File: config.mk
export PLATFORM = sky130hd
export DESIGN_NAME = microcode_sequencer_flat
export DESIGN_NICKNAME = d
export VERILOG_FILES = /design/src/rtl/edic_ctrl_pkg.sv /design/src/rtl/microcode_sequencer_if.sv /design/src/rtl/ctrl_irq_latch.sv /design/src/rtl/microcode_sequencer.sv /design/src/flat_wrapper.sv
export SDC_FILE = /design/constraint.sdc
export NUM_CORES = 1
export LEC_CHECK = 0
export CORE_MARGIN = 4
export CORE_UTILIZATION = 36
export DETAILED_ROUTE_END_ITERATION = 8
export PLACE_DENSITY = 0.95
export SYNTH_ARGS = -nofsm -noshare
export SYNTH_HDL_FRONTEND = slang
export SYNTH_SLANG_ARGS = --single-unit
File: constraint.sdc
create_clock -name i_nclk -period 5.9 [get_ports i_nclk]
set_clock_uncertainty 0.15 [all_clocks]
set_input_delay 0.59 -clock i_nclk [delete_from_list [all_inputs] [get_ports i_nclk]]
set_output_delay 0.59 -clock i_nclk [all_outputs]
set_load 0.01 [all_outputs]
File: src/rtl/edic_ctrl_pkg.sv
// Shared types and defaults for the EDiC control sequencer.
package edic_ctrl_pkg;

  typedef enum logic [1:0] {
    RUN   = 2'd0,
    HALT  = 2'd1,
    FAULT = 2'd2
  } seq_state_t;

  localparam int unsigned CTRL_W_DEF     = 21;
  localparam logic [CTRL_W_DEF-1:0] CTRL_IDLE_DEF = '1;
  localparam int unsigned FINISH_BIT_DEF = 20;

  // Bit positions inside the {V,C,Z,N} flag nibble
  localparam int unsigned FLAG_N = 0;
  localparam int unsigned FLAG_Z = 1;
  localparam int unsigned FLAG_C = 2;
  localparam int unsigned FLAG_V = 3;

endpackage

File: src/rtl/microcode_sequencer_if.sv
// Bus between instruction register / flags / decode ROM and the micro-step sequencer.
interface microcode_sequencer_if #(
  parameter int unsigned STEP_W   = 3,
  parameter int unsigned INSTR_W  = 8,
  parameter int unsigned FLAG_W   = 4,
  parameter int unsigned DECODE_W = 24,
  parameter int unsigned CTRL_W   = 21
);
  localparam int unsigned ADDR_W = FLAG_W + INSTR_W + STEP_W;

  logic [INSTR_W-1:0]  i_instrCode;
  logic [FLAG_W-1:0]   i_flags;
  logic [DECODE_W-1:0] i_decodeData;
  logic                i_halt;
  logic                i_singleStep;
  logic                i_irq;
  logic                i_irqEnable;
  logic [ADDR_W-1:0]   o_decodeAddr;
  logic [CTRL_W-1:0]   o_ctrl;
  logic                o_aluSub;
  logic [1:0]          o_aluOp;
  logic                o_instrFinishedN;
  logic                o_halted;
  logic                o_irqAck;
  logic                o_fault;
  logic [STEP_W-1:0]   o_dbgStep;

  modport master (
    output i_instrCode, i_flags, i_decodeData, i_halt, i_singleStep, i_irq, i_irqEnable,
    input  o_decodeAddr, o_ctrl, o_aluSub, o_aluOp, o_instrFinishedN, o_halted,
           o_irqAck, o_fault, o_dbgStep
  );

  modport slave (
    input  i_instrCode, i_flags, i_decodeData, i_halt, i_singleStep, i_irq, i_irqEnable,
    output o_decodeAddr, o_ctrl, o_aluSub, o_aluOp, o_instrFinishedN, o_halted,
           o_irqAck, o_fault, o_dbgStep
  );

endinterface

File: src/rtl/ctrl_irq_latch.sv
// Interrupt request latch: holds a pending request until the next instruction
// boundary, then marks the following instruction as the interrupt entry.
module ctrl_irq_latch (
  input  logic i_nclk,
  input  logic i_resetN,
  input  logic irq,
  input  logic irqEnable,
  input  logic boundary,
  output logic irqActive,
  output logic irqAck
);

  logic irqPending;

  always_ff @(posedge i_nclk or negedge i_resetN) begin
    if (!i_resetN) begin
      irqPending <= 1'b0;
      irqActive  <= 1'b0;
      irqAck     <= 1'b0;
    end else begin
      irqAck <= 1'b0;
      if (boundary && (irqPending || irq) && irqEnable && !irqActive) begin
        irqActive  <= 1'b1;
        irqPending <= 1'b0;
        irqAck     <= 1'b1;
      end else begin
        // The interrupt-entry instruction ends at its own boundary
        if (boundary) irqActive <= 1'b0;
        if (irq)      irqPending <= 1'b1;
      end
    end
  end

endmodule

File: src/rtl/microcode_sequencer.sv
// Micro-step sequencer: builds the decode ROM address from {flags, opcode, step}
// and forwards the ROM word as control strobes, with halt, single-step, IRQ and fault trap.
module microcode_sequencer
  import edic_ctrl_pkg::*;
#(
  parameter int unsigned         STEP_W     = 3,
  parameter int unsigned         INSTR_W    = 8,
  parameter int unsigned         FLAG_W     = 4,
  parameter int unsigned         DECODE_W   = 24,
  parameter int unsigned         CTRL_W     = 21,
  parameter int unsigned         FINISH_BIT = FINISH_BIT_DEF,
  parameter logic [CTRL_W-1:0]   CTRL_IDLE  = CTRL_W'(CTRL_IDLE_DEF),
  parameter logic [INSTR_W-1:0]  IRQ_OPCODE = '1,
  parameter bit                  HALT_MODE  = 1'b0
) (
  input  logic                  i_nclk,
  input  logic                  i_resetN,
  microcode_sequencer_if.slave  bus
);

  localparam logic [STEP_W-1:0] STEP_MAX = '1;

  seq_state_t          state, stateNext;
  logic [STEP_W-1:0]   rStep, stepNext;
  logic [FLAG_W-1:0]   rFlags, flagsNext;
  logic [INSTR_W-1:0]  rInstr, instrNext;
  logic                haltPending, haltPendingNext;
  logic                inFault, finish, advance;
  logic                irqActive, irqAck;

  assign inFault = (state == FAULT);
  assign finish  = !bus.i_decodeData[FINISH_BIT] && !inFault;
  assign advance = (state == RUN) || ((state == HALT) && bus.i_singleStep);

  ctrl_irq_latch uIrqLatch (
    .i_nclk    (i_nclk),
    .i_resetN  (i_resetN),
    .irq       (bus.i_irq),
    .irqEnable (bus.i_irqEnable),
    .boundary  (finish),
    .irqActive (irqActive),
    .irqAck    (irqAck)
  );

  always_ff @(posedge i_nclk or negedge i_resetN) begin
    if (!i_resetN) begin
      state       <= RUN;
      rStep       <= '0;
      rFlags      <= '0;
      rInstr      <= '0;
      haltPending <= 1'b0;
    end else begin
      state       <= stateNext;
      rStep       <= stepNext;
      rFlags      <= flagsNext;
      rInstr      <= instrNext;
      haltPending <= haltPendingNext;
    end
  end

  // Per-edge priority: fault hold > finish > overflow > halt entry > advance
  always_comb begin
    stateNext       = state;
    stepNext        = rStep;
    flagsNext       = rFlags;
    instrNext       = rInstr;
    haltPendingNext = haltPending;

    if (HALT_MODE && (state == RUN) && bus.i_halt) haltPendingNext = 1'b1;
    if ((state == HALT) && !bus.i_halt) begin
      stateNext       = RUN;
      haltPendingNext = 1'b0;
    end

    if (inFault) begin
      stateNext = FAULT;
    end else if (finish) begin
      stepNext  = '0;
      flagsNext = '0;
      if (HALT_MODE && haltPending && (state == RUN)) stateNext = HALT;
    end else if (advance && (rStep == STEP_MAX)) begin
      stateNext = FAULT;
    end else if (!HALT_MODE && (state == RUN) && bus.i_halt) begin
      stateNext = HALT;
    end else if (advance) begin
      stepNext  = rStep + STEP_W'(1);
      flagsNext = bus.i_flags;
      instrNext = irqActive ? IRQ_OPCODE : bus.i_instrCode;
    end
  end

  assign bus.o_decodeAddr     = {rFlags, rInstr, rStep};
  assign bus.o_ctrl           = inFault ? CTRL_IDLE : bus.i_decodeData[CTRL_W-1:0];
  assign bus.o_aluSub         = rInstr[0];
  assign bus.o_aluOp          = rInstr[2:1];
  assign bus.o_instrFinishedN = inFault ? 1'b1 : bus.i_decodeData[FINISH_BIT];
  assign bus.o_halted         = (state == HALT);
  assign bus.o_irqAck         = irqAck;
  assign bus.o_fault          = inFault;
  assign bus.o_dbgStep        = rStep;

  // ROM bits above the forwarded strobes are not consumed here
  generate
    if (DECODE_W > CTRL_W) begin : gUnusedRom
      logic unusedRomBits;
      assign unusedRomBits = ^bus.i_decodeData[DECODE_W-1:CTRL_W];
    end
  endgenerate

endmodule

File: src/flat_wrapper.sv
// flat-port wrapper written by rule: the top's interface ports become plain ports
module microcode_sequencer_flat import edic_ctrl_pkg::*;
#(
  parameter int unsigned         STEP_W     = 3,
  parameter int unsigned         INSTR_W    = 8,
  parameter int unsigned         FLAG_W     = 4,
  parameter int unsigned         DECODE_W   = 24,
  parameter int unsigned         CTRL_W     = 21,
  parameter int unsigned         FINISH_BIT = FINISH_BIT_DEF,
  parameter logic [CTRL_W-1:0]   CTRL_IDLE  = CTRL_W'(CTRL_IDLE_DEF),
  parameter logic [INSTR_W-1:0]  IRQ_OPCODE = '1,
  parameter bit                  HALT_MODE  = 1'b0
)
  (i_nclk, i_resetN, bus_i_instrCode, bus_i_flags, bus_i_decodeData, bus_i_halt, bus_i_singleStep, bus_i_irq, bus_i_irqEnable, bus_o_decodeAddr, bus_o_ctrl, bus_o_aluSub, bus_o_aluOp, bus_o_instrFinishedN, bus_o_halted, bus_o_irqAck, bus_o_fault, bus_o_dbgStep);
  microcode_sequencer_if #(.STEP_W(STEP_W), .INSTR_W(INSTR_W), .FLAG_W(FLAG_W), .DECODE_W(DECODE_W), .CTRL_W(CTRL_W)) bus_i ();
  input  logic i_nclk;
  input  logic i_resetN;
  input wire logic [$bits(bus_i.i_instrCode)-1:0] bus_i_instrCode;
  input wire logic [$bits(bus_i.i_flags)-1:0] bus_i_flags;
  input wire logic [$bits(bus_i.i_decodeData)-1:0] bus_i_decodeData;
  input wire logic [$bits(bus_i.i_halt)-1:0] bus_i_halt;
  input wire logic [$bits(bus_i.i_singleStep)-1:0] bus_i_singleStep;
  input wire logic [$bits(bus_i.i_irq)-1:0] bus_i_irq;
  input wire logic [$bits(bus_i.i_irqEnable)-1:0] bus_i_irqEnable;
  output wire logic [$bits(bus_i.o_decodeAddr)-1:0] bus_o_decodeAddr;
  output wire logic [$bits(bus_i.o_ctrl)-1:0] bus_o_ctrl;
  output wire logic [$bits(bus_i.o_aluSub)-1:0] bus_o_aluSub;
  output wire logic [$bits(bus_i.o_aluOp)-1:0] bus_o_aluOp;
  output wire logic [$bits(bus_i.o_instrFinishedN)-1:0] bus_o_instrFinishedN;
  output wire logic [$bits(bus_i.o_halted)-1:0] bus_o_halted;
  output wire logic [$bits(bus_i.o_irqAck)-1:0] bus_o_irqAck;
  output wire logic [$bits(bus_i.o_fault)-1:0] bus_o_fault;
  output wire logic [$bits(bus_i.o_dbgStep)-1:0] bus_o_dbgStep;
  assign bus_i.i_instrCode = bus_i_instrCode;
  assign bus_i.i_flags = bus_i_flags;
  assign bus_i.i_decodeData = bus_i_decodeData;
  assign bus_i.i_halt = bus_i_halt;
  assign bus_i.i_singleStep = bus_i_singleStep;
  assign bus_i.i_irq = bus_i_irq;
  assign bus_i.i_irqEnable = bus_i_irqEnable;
  assign bus_o_decodeAddr = bus_i.o_decodeAddr;
  assign bus_o_ctrl = bus_i.o_ctrl;
  assign bus_o_aluSub = bus_i.o_aluSub;
  assign bus_o_aluOp = bus_i.o_aluOp;
  assign bus_o_instrFinishedN = bus_i.o_instrFinishedN;
  assign bus_o_halted = bus_i.o_halted;
  assign bus_o_irqAck = bus_i.o_irqAck;
  assign bus_o_fault = bus_i.o_fault;
  assign bus_o_dbgStep = bus_i.o_dbgStep;
  microcode_sequencer #(.STEP_W(STEP_W), .INSTR_W(INSTR_W), .FLAG_W(FLAG_W), .DECODE_W(DECODE_W), .CTRL_W(CTRL_W), .FINISH_BIT(FINISH_BIT), .CTRL_IDLE(CTRL_IDLE), .IRQ_OPCODE(IRQ_OPCODE), .HALT_MODE(HALT_MODE)) u_core (.i_nclk(i_nclk), .i_resetN(i_resetN), .bus(bus_i));
endmodule
==> run metrics <==
Worst Path Required=around 5.2 ns; register area share after synthesis=0.438; Lkg Pwr=0.937 nW; CP most frequent cell=inv_1; I/O Buffers=84; Slew Limit Fails=0; CTS Buffer Depth=2; grt total ovfl=0; hold-fix buffers at CTS=0; WHS Endpoint=u_core.rFlags[0]$_DFFE_PN0P_; critical path fanouts, max=23; Post-CTS Resized=0; Worst VDD drop=0.0000825 V; synthesis-to-finish area growth=74.3%; first-pass GRT wire length=5080 um; Worst-path clk slew=around 0.1 ns; 1st-pass router iterations=4; RSZ-0062 raised after global routing=no; Slew @ Worst Pin=0.858 ns; reg2reg end=u_core.rInstr[4]$_DFFE_PN0P_; crit path cell chain=nand2b_1, inv_1, nor2_1, inv_1, clkdlybuf4s50_1; die height=64.3 um; Crit-path slowest cell=nand2b_1; Clock Root Buffer=clkbuf_4; Post-synth EDFFs=0; top cell type's share of synthesized area=0.438; wire per inst=about 12 um; max incr delay on CP=0.64 ns; Crit Path Category=reg2out; DR vias=between 1,000 and 1,500; Post-DP Area=slightly below 0.002 sq mm; share of cells above drive strength 1=0.0200; Post-Syn Area=between 0.001 and 0.0015 sq mm; final wirelength=roughly 3000 um; final worst setup slack=roughly 2.6 ns; Num CTS Buffers=3; fmax=just over 300 MHz; yosys warns=0; die span in x=between 60 and 70 um; crit start category=register; Setup crit end kind=output port; Initial Util=0.374; max_cap viols=0; Cells after Synth=about 130; PwrDens=about 190 mW/mm^2; Nets=approximately 250; Routed Antenna Nets=0; Worst EP arrival=roughly 2.6 ns; fin crit share=0.561; DP Wirelength=2440 um; initial DRC count=46; initial antenna violation count=0; crit path time final=between 3 and 4 ns; Rows=20; # setup viols final=0; TritonCTS clock tree=done; synth top area cells=dfrtp_1, nand2b_1, mux2i_1, inv_1, nor2_1; CTS Sinks=20; Post-CTS Setup Repair Bufs=0; Power, Total=0.383 mW; synthesized net count=~170; Via density=4.65; Fin Hold WS=~0.35 ns; Setup TNS Final=0 ns; H-tree depth=1; ANT cells=0; Skew-Pair Late Insertion Delay=just under 0.3 ns; vias in the first global route=roughly 1,200; Top FF cell, synth=dfrtp_1; outcome=complete, no violations; Synth Register Bits=20; commonest non-fill, non-tap cell in the layout=clkdlybuf4s50_1; area leader, netlist=dfrtp_1; dpl ws=roughly 2.9 ns; Post-synth ARST share=1.00; All-Layer GR Usage=0.153; fillers=264; most frequent cells in the layout=clkdlybuf4s50_1, nand2b_1, dfrtp_1; io pins=~90; Register Area=around 500 sq um; hold path depth=1; Fin. Hold Viols=0; CP bufs+invs=3; worst hold path class=reg2reg; CP top delay family=simple AND/OR/NAND/NOR gates; Multi-input gate area=519 sq um; Worst Hold Launch=u_core.rFlags[0]$_DFFE_PN0P_; slew margin rel.=0.426; maximum number of pins on one net before global-route repair=24; reg2reg start=u_core.bus.o_dbgStep[0]$_DFFE_PN0P_; count of different cell masters after synthesis=25; DRC=0; flop2flop setup slack=~3.5 ns; Core Region=a little over 0.003 sq mm; syn_area_per_cell=about 9.1 sq um; routability cong.=0.863; die area=0.00414 sq mm; design area=about 0.0020 sq mm; worst-case reg-to-reg path depth=5
[synthesized netlist by cell type, drive strengths merged (3+ instances only)]
cell    count
nand4       5
nand2b     24
buf         9
clkbuf      3
mux2i       8
nor2b       4
dfrtp      20
a21oi       5
o31ai       5
nor2       13
inv        14
[metal layers]
metal,share of wire,GRT usage,vias up
li1,-,-,562
met1,0.42,0.178,499
met2,0.46,0.259,70
met3,0.11,0.0475,4
met4,0.012,0.0633,0
met5,0,0,-
[worst max path at each step]
| stage | from | endpoint | depth (start not counted) |
|---|---|---|---|
| 5_1_grt | u_core.state[0]$_DFF_PN0_ | bus_o_instrFinishedN | 5 |
| 4_1_cts | u_core.state[0]$_DFF_PN0_ | bus_o_ctrl[20] | 5 |
| 2_1_floorplan | u_core.bus.o_dbgStep[0]$_DFFE_PN0P_ | u_core.bus.o_dbgStep[0]$_DFFE_PN0P_ | 6 |
| 3_3_place_gp | u_core.state[0]$_DFF_PN0_ | bus_o_instrFinishedN | 5 |
| 6_report | u_core.state[0]$_DFF_PN0_ | bus_o_ctrl[20] | 5 |
| 3_5_place_dp | u_core.state[0]$_DFF_PN0_ | bus_o_ctrl[20] | 5 |
[registers in the layout, summed over array words and instances, names as in the netlist]
register / count
u_core.uIrqLatch.irqPending: 1
u_core.rFlags: 4
u_core.rInstr: 8
u_core.uIrqLatch.irqAck: 1
u_core.state: 2
u_core.uIrqLatch.irqActive: 1
u_core.bus.o_dbgStep: 3
[worst reg2reg max path: stages, from the launching register on]
cell,delay (ns)
dfrtp_1,0.45
ha_1,0.22
ha_1,0.24
nor2_1,0.34
nand4_1,0.63
mux2i_1,0.34
[through the flow]
step	std cells	utilization
global placement	241	0.645
global route	244	0.652
detailed placement	241	0.645
floorplan	125	-
finish	244	0.652
CTS	244	0.652
[layout make-up]
cell class                 count  share of cell area
clock buffer                   3              0.0113
inverter                      14              0.0264
multi-input combinational     79               0.261
sequential                    20               0.251
tap                           44              0.0277
timing repair buffer          84               0.422
[logic make-up (layout without fill, tap and decap cells)]
logic type               after synthesis  after routing  synth area share
AO/OA/AOI/OAI                         17             17             0.106
adder cells (fa/ha/maj)                2              2            0.0219
buffers and inverters                 26            101             0.107
flip-flops                            20             20             0.438
multiplexers                           8              8            0.0701
AND/OR/NAND/NOR                       52             52             0.256
[power breakdown]
part,internal [mW],switching [mW],total [mW]
combinational,0.0946,0.0571,0.152
clock,0.0238,0.0383,0.0620
sequential,0.156,0.0138,0.170
total,0.274,0.109,0.383
No activity file was read; power rests on OpenSTA's default activity.
